--- src/rtl/ovl_bus_arb_pkg.sv ---
// rtl/ovl_bus_arb_pkg.sv - shared state encoding and round-robin helper for the bus driver arbiter
package ovl_bus_arb_pkg;

    typedef enum logic [1:0] {
        IDLE  = 2'd0,
        DRIVE = 2'd1,
        QUIET = 2'd2
    } arb_state_t;

    // First requester above 'last', wrapping modulo n (n <= 32). Returns 'last' when nobody requests.
    function automatic int rr_pick(input logic [31:0] req, input int last, input int n);
        int   idx;
        logic found;
        rr_pick = last;
        found   = 1'b0;
        for (int k = 1; k <= 32; k++) begin
            if (k <= n && !found) begin
                idx = last + k;
                if (idx >= n) idx = idx - n;
                if (req[idx[4:0]]) begin
                    rr_pick = idx;
                    found   = 1'b1;
                end
            end
        end
    endfunction

endpackage

--- src/rtl/ovl_rr_pick.sv ---
// rtl/ovl_rr_pick.sv - combinational round-robin priority selector
module ovl_rr_pick
    import ovl_bus_arb_pkg::*;
#(
    parameter int num_drivers = 2
) (
    input  logic [num_drivers-1:0]         req,
    input  logic [$clog2(num_drivers)-1:0] last,
    output logic [$clog2(num_drivers)-1:0] winner,
    output logic                           any
);

    localparam int id_w = $clog2(num_drivers);

    assign any    = |req;
    assign winner = id_w'(rr_pick(32'(req), int'(last), num_drivers));

endmodule

--- src/rtl/ovl_bus_driver_arbiter.sv ---
// rtl/ovl_bus_driver_arbiter.sv - round-robin bus driver with enforced quiet gap between owners
module ovl_bus_driver_arbiter
    import ovl_bus_arb_pkg::*;
#(
    parameter int num_drivers = 2,
    parameter int width       = 2,
    parameter int min_quiet   = 1,
    parameter int max_hold    = 4
) (
    input  logic                           clock,
    input  logic                           reset,
    input  logic                           enable,
    input  logic [num_drivers-1:0]         req,
    input  logic [num_drivers*width-1:0]   drv_data,
    input  logic                           force_overlap,
    output logic [num_drivers-1:0]         driver_enables,
    output logic [width-1:0]               test_expr,
    output logic [$clog2(num_drivers)-1:0] grant_id,
    output logic [7:0]                     handover_cnt
);

    localparam int id_w    = $clog2(num_drivers);
    localparam int hold_w  = $clog2(max_hold + 1);
    localparam int quiet_w = $clog2(min_quiet + 1);
    localparam logic [hold_w-1:0]  hold_max  = hold_w'(max_hold);
    localparam logic [quiet_w-1:0] quiet_max = quiet_w'(min_quiet);
    localparam logic [id_w-1:0]    last_id   = id_w'(num_drivers - 1);

    arb_state_t          state, state_n;
    logic [hold_w-1:0]   hold, hold_n;
    logic [quiet_w-1:0]  quiet, quiet_n;
    logic [num_drivers-1:0] en_n;
    logic [width-1:0]    tx_n;
    logic [id_w-1:0]     gid_n;
    logic [7:0]          ho_n;
    logic [id_w-1:0]     winner;
    logic [id_w-1:0]     next_id;
    logic                any_req;
    logic                do_grant;
    logic [width-1:0]    data_arr [num_drivers];

    for (genvar i = 0; i < num_drivers; i++) begin : g_slice
        assign data_arr[i] = drv_data[i*width +: width];
    end

    ovl_rr_pick #(.num_drivers(num_drivers)) u_pick (
        .req    (req),
        .last   (grant_id),
        .winner (winner),
        .any    (any_req)
    );

    assign next_id = (grant_id == last_id) ? '0 : grant_id + 1'b1;

    always_ff @(posedge clock or negedge reset) begin
        if (!reset) begin
            state          <= IDLE;
            driver_enables <= '0;
            test_expr      <= '0;
            grant_id       <= last_id;
            hold           <= '0;
            quiet          <= '0;
            handover_cnt   <= '0;
        end else if (enable) begin
            state          <= state_n;
            driver_enables <= en_n;
            test_expr      <= tx_n;
            grant_id       <= gid_n;
            hold           <= hold_n;
            quiet          <= quiet_n;
            handover_cnt   <= ho_n;
        end
    end

    always_comb begin
        state_n  = state;
        en_n     = driver_enables;
        tx_n     = test_expr;
        gid_n    = grant_id;
        hold_n   = hold;
        quiet_n  = quiet;
        ho_n     = handover_cnt;
        do_grant = 1'b0;
        case (state)
            IDLE: begin
                en_n     = '0;
                tx_n     = '0;
                do_grant = any_req;
            end
            DRIVE: begin
                // Dropped request and hold expiry in the same cycle collapse into one release.
                if (!req[grant_id] || hold == hold_max) begin
                    en_n    = '0;
                    tx_n    = '0;
                    quiet_n = quiet_w'(1);
                    state_n = QUIET;
                    if (handover_cnt != 8'hff) ho_n = handover_cnt + 8'd1;
                end else begin
                    hold_n         = hold + 1'b1;
                    tx_n           = data_arr[grant_id];
                    en_n           = '0;
                    en_n[grant_id] = 1'b1;
                    if (force_overlap) en_n[next_id] = 1'b1;
                end
            end
            QUIET: begin
                en_n = '0;
                tx_n = '0;
                if (quiet == quiet_max) begin
                    if (any_req) do_grant = 1'b1;
                    else         state_n  = IDLE;
                end else begin
                    quiet_n = quiet + 1'b1;
                end
            end
            default: begin
                state_n = IDLE;
                en_n    = '0;
                tx_n    = '0;
            end
        endcase
        if (do_grant) begin
            state_n      = DRIVE;
            en_n         = '0;
            en_n[winner] = 1'b1;
            tx_n         = data_arr[winner];
            gid_n        = winner;
            hold_n       = hold_w'(1);
        end
    end

endmodule
--- config.mk ---
export PLATFORM = sky130hd
export DESIGN_NAME = ovl_bus_driver_arbiter
export DESIGN_NICKNAME = d
export VERILOG_FILES = /design/src/rtl/ovl_bus_arb_pkg.sv /design/src/rtl/ovl_rr_pick.sv /design/src/rtl/ovl_bus_driver_arbiter.sv
export SDC_FILE = /design/constraint.sdc
export NUM_CORES = 1
export LEC_CHECK = 0
export BUFFER_PORTS_ARGS = -buffer_cell sky130_fd_sc_hd__buf_2
export CORE_ASPECT_RATIO = 1.75
export CORE_UTILIZATION = 43
export DETAILED_ROUTE_END_ITERATION = 6
export PLACE_DENSITY = 0.68
export SYNTH_ARGS = -nofsm -noshare
export SYNTH_HDL_FRONTEND = slang
export SYNTH_SLANG_ARGS = --single-unit
export TNS_END_PERCENT = 1
--- constraint.sdc ---
create_clock -name clock -period 2.3 [get_ports clock]
set_input_delay 0.46 -clock clock [delete_from_list [all_inputs] [get_ports clock]]
set_output_delay 0.46 -clock clock [all_outputs]
set_load 0.02 [all_outputs]
[Yosys cells after proc, flatten, opt, wreduce, memory -nomap -nowiden]
Cells that the tools add are included.
Word-level totals
  output and inout bits: 13
  word-level logic and storage cells: 101
  register bits after elaboration: 19
  bits of input ports: 10
Operators by class
  $lt $le $gt $ge: 12
  equality and inequality tests: 10
  reductions and logical operators: 14
  bitwise gates (word level): 3
  $add $sub $neg: 8
  muxes and demuxes: 47
Operator list (count)
  $ge 32x3->1 const B: 2
  $mux 2: 17
  $mux 1: 16
  $mux 5: 3
  $lt 5x6->1 const B: 2
  $bmux 1 s5: 2
  $mux 3: 3
  $ne 3x3->1 const B: 3
  $add 8x1->8 const B: 1
  $ne 8x8->1 const B: 1
  $lt 1x2->1 const B: 3
  $ne 2x2->1 const B: 3
  $pmux 2 s3: 1
  $reduce_and 3->1: 2
  $reduce_and 5->1: 1
  $ge 2x2->1 const B: 2
  $not 1->2: 2
  $pmux 1 s2: 2
  $reduce_and 4->1: 1
  $reduce_bool 2->1: 2
  $sub 3x2->4 const B: 1
  $add 1x2->3 const B: 1
  $add 3x1->3 const B: 1
  $demux 1 s1: 3
  14 further kinds: 19

[Logic depth before layout (Yosys ltp)]
  depth after elaboration: 16
  gate-level depth with buffers: 6
  mapped depth without buffers: 6

[Cells and area by module]
From an unflattened synthesis, not the netlist that was laid out.
Unflattened totals
  cells, all modules: 101
  area total of the unflattened synthesis: 1023.5 um^2
Modules (own cells, without submodules)
  ovl_bus_driver_arbiter: area each 1003.5 um^2, instances 1, seq. area each 476.7 um^2, cells each 98
  ovl_rr_pick: area each 20.0 um^2, instances 1, seq. area each 0.0 um^2, cells each 3

[Worst setup path before layout]
OpenSTA, ideal clock, no wires.
  path kind: flip-flop to flip-flop
  start: register grant_id
  end: register handover_cnt[1]
  clock period less this slack: 1.799 ns
  data arrival time: 1.671 ns
  required time: 2.172 ns
  slack: 0.501 ns
  library setup time: 0.128 ns
  cell stages (with the launch flop): 6
  cell sequence: dfstp_2 buf_6 mux2i_1 o21ai_2 nor2_2 mux2_1
On the way
  longest elaborated chain between the ends: 5
Ends and longest elaborated chain
  start: declaration: line ovl_bus_driver_arbiter.sv:18  | output logic [$clog2(num_drivers)-1:0] grant_id,
  start signal: assignment: line ovl_bus_driver_arbiter.sv:60  | grant_id <= last_id;
  start signal: assignment: line ovl_bus_driver_arbiter.sv:68  | grant_id <= gid_n;
  $mux 1 (implied by the code) (2 in series): line ovl_bus_driver_arbiter.sv:92  | if (!req[grant_id] || hold == hold_max) begin
  $logic_not 1->1: line ovl_bus_driver_arbiter.sv:92
  $logic_or 1x1->1: line ovl_bus_driver_arbiter.sv:92
  $reduce_and 4->1 (no line)
  end signal: assignment: line ovl_bus_driver_arbiter.sv:71  | handover_cnt <= ho_n;
  end: declaration: line ovl_bus_driver_arbiter.sv:19  | output logic [7:0] handover_cnt
Every way passes these cells. The select of a mux whose other input is x is not followed.
A chain may end at the register's enable or synchronous reset.

[Final worst setup path]
Ends and elaborated chain as after synthesis.

==> results.toml <==
[status]
outcome = "complete, no violations"

[detailed_routing]
routed_wl_um = 2032
ant_nets = 0
drc = 0
via_per_inst = 5.547
drt_pass1_iterations = 4
via_count = 832
wl_per_cell_um = 13.55
dr.first_iter.drc_count = 20

[placed_design]
io_buffers = 22
pre_cts_ws_ps = 494.6
dp_hpwl_um = 1603
gp_congestion = 0.6815

[sta]
finalSetupViolations = 0
min_period_ps = 1817
worst_slew_pin_slew_ps = 665.6
fin_worst_skew_ps = 6.473
fmaxAchievable_ghz = 0.5503
rsz0062_at_grt = "no"
post-route-period-util = 0.7901
worst_slack_ps = 482.9
hold_viol = 0
slew_viol_final = 0
finalSetupTns_ps = 0
max-slew-margin-rel = 0.5558

[global_route]
grt_pass1_wl_um = 3450
grt_overflow_total = 0
antenna_found_initial = 0
track_usage = 0.1871
grt_max_degree = 20
grt_pass1_vias = 865

[synthesis]
synth_area_leaders = "dfrtp_1 44%, mux2i_1 5.8%, nand2_1 4.4%, ha_1 3.6%, mux2_4 2.9%"
netlist_area_mm2 = 0.001032
syn-num-nets = 113
synth-edff-count = 0
synth-seq-area-share = 0.4618
synth-seq-cells = 19
ys_warn_count = 0
yosysUniqueCellTypes = 37
synthArstFlopShare = 1.000
synth_flop_cell = "dfrtp_1"
synth_top_area_frac = 0.4364
synth_area_leader_cell = "dfrtp_1"
avgSynthCellArea_um2 = 10.32
syn_inst = 100

[cts]
root_buffer = "clkbuf_8"
clkLatencyLatePin_ps = 250
cts_num_sinks = 19
cts_tree = "yes"
hold_buffers = 0
cts_htree_levels = 1
cts.repair.resized = 0
post-cts-setup-buffer-count = 0
cts_buffers = 3
clk_pin_slew_ps = 70
clockBufferDepth = 2

[layout]
n_fill_cell = 216
post_route_cells_drive_above_1_share = 0.2800
area_growth_pct = 17.09
final_common_cell = "buf_2"
layout_common_cells = "22 x buf_2, 18 x dfrtp_1, 12 x nand2_1"
design.final.nets = 139
antennaDiodeCount = 0

[power_and_ir_drop]
peakVddDrop_uv = 634.2
total_power_mw = 1.356
power_density_mw_per_mm2 = 1122
leakage_nw = 0.6169

[critical_path]
critical_path_class = "flop to flop"
critPathRequiredTime_ps = 2440
r2r-end = "handover_cnt[1]"
r2r_slack_ps = 480
worstPathArrival_ps = 1960
cp-end-kind = "flop"
worstPathMaxFanout = 9
r2r_start = "grant_id"
rr_worst_depth = 4
startpoint_type = "flop"

[floorplanning]
die_h_um = 66.82
rows = 23
initial_core_util = 0.4540
num_io_pins = 23
core_region_area_mm2 = 0.002273
die_w_um = 39.04
die_area_mm2 = 0.002608

[min_path]
hold_path_class = "input pin to asynchronous set/reset pin"

[job]
cap_violations = 0
-- how the worst max path moves through the flow --
stage	slack (ps)	to	depth (start not counted)	from
finish	480	handover_cnt[1]	4	grant_id
global placement	520	handover_cnt[1]	4	grant_id
detailed placement	490	handover_cnt[1]	4	grant_id
CTS	480	handover_cnt[1]	4	grant_id
global route	370	handover_cnt[1]	4	grant_id
floorplan	500	handover_cnt[1]	5	grant_id
-- power breakdown --
part	internal (mW)	switching, mW
Sequential	0.458	0.125
Combinational	0.221	0.326
Clock	0.120	0.107
-- sequential cells by signal, summed over array words and instances, names as in the netlist --
name and count:
grant_id 1, handover_cnt 8, driver_enables 2, test_expr 2
hold 3, state 2, quiet 1
-- per-stage QoR --
stage                     instances  hold WS [ps]  cell area, um2  utilization
after floorplan                 100         164.4            1032            -
after global placement          146         427.1            1162       0.5113
after detailed placement        146         433.3            1162       0.5113
after CTS                       150         155.9            1209       0.5316
after global routing            150         173.5            1209       0.5316
final                           150         131.3            1209       0.5316
-- worst max-delay path, cell delays in order (launching register included) --
cell and delay [ps]:
dfstp_2 630, mux2i_1 370, o21ai_2 130, nor2_2 240
mux2_1 340
-- kinds of logic after synthesis --
group	count (synthesis)	synth area share
mux	10	0.1091
simple gates	37	0.1940
flops	19	0.4618
compound gates	22	0.1491
fa+ha+maj	3	0.03637
buf+inv	7	0.03272
xor+xnor	2	0.01697
-- cell usage after synthesis (2+ instances only) --
master,n
dfrtp_1,18
o21ai_0,5
a31oi_1,3
nand3_1,4
nor2_1,5
nand2_1,12
xor2_1,2
inv_1,6
ha_1,3
nand4_1,2
mux2_4,2
o221ai_1,2
nand2b_1,3
mux2_1,2
a21oi_1,4
mux2i_1,6
-- routing by layer --
metal  vias up  share of wire  track usage
li1        412              -            -
met1       397           0.41       0.1830
met2        21           0.54       0.3688
met3         2          0.035      0.02000
met4         0         0.0084      0.06466
met5         -              0            0
-- final cells by class --
| class | instances | area, um2 | area share |
|---|---|---|---|
| tap | 25 | 31.28 | 0.02588 |
| timing repair buffer | 22 | 110.1 | 0.09110 |
| multi-input combinational | 74 | 521.8 | 0.4317 |
| clock inverter | 1 | 5.005 | 0.004141 |
| sequential | 19 | 476.7 | 0.3944 |
| inverter | 6 | 22.52 | 0.01863 |
| clock buffer | 3 | 41.29 | 0.03416 |
Note: power is estimated with default switching activity, not from simulation.
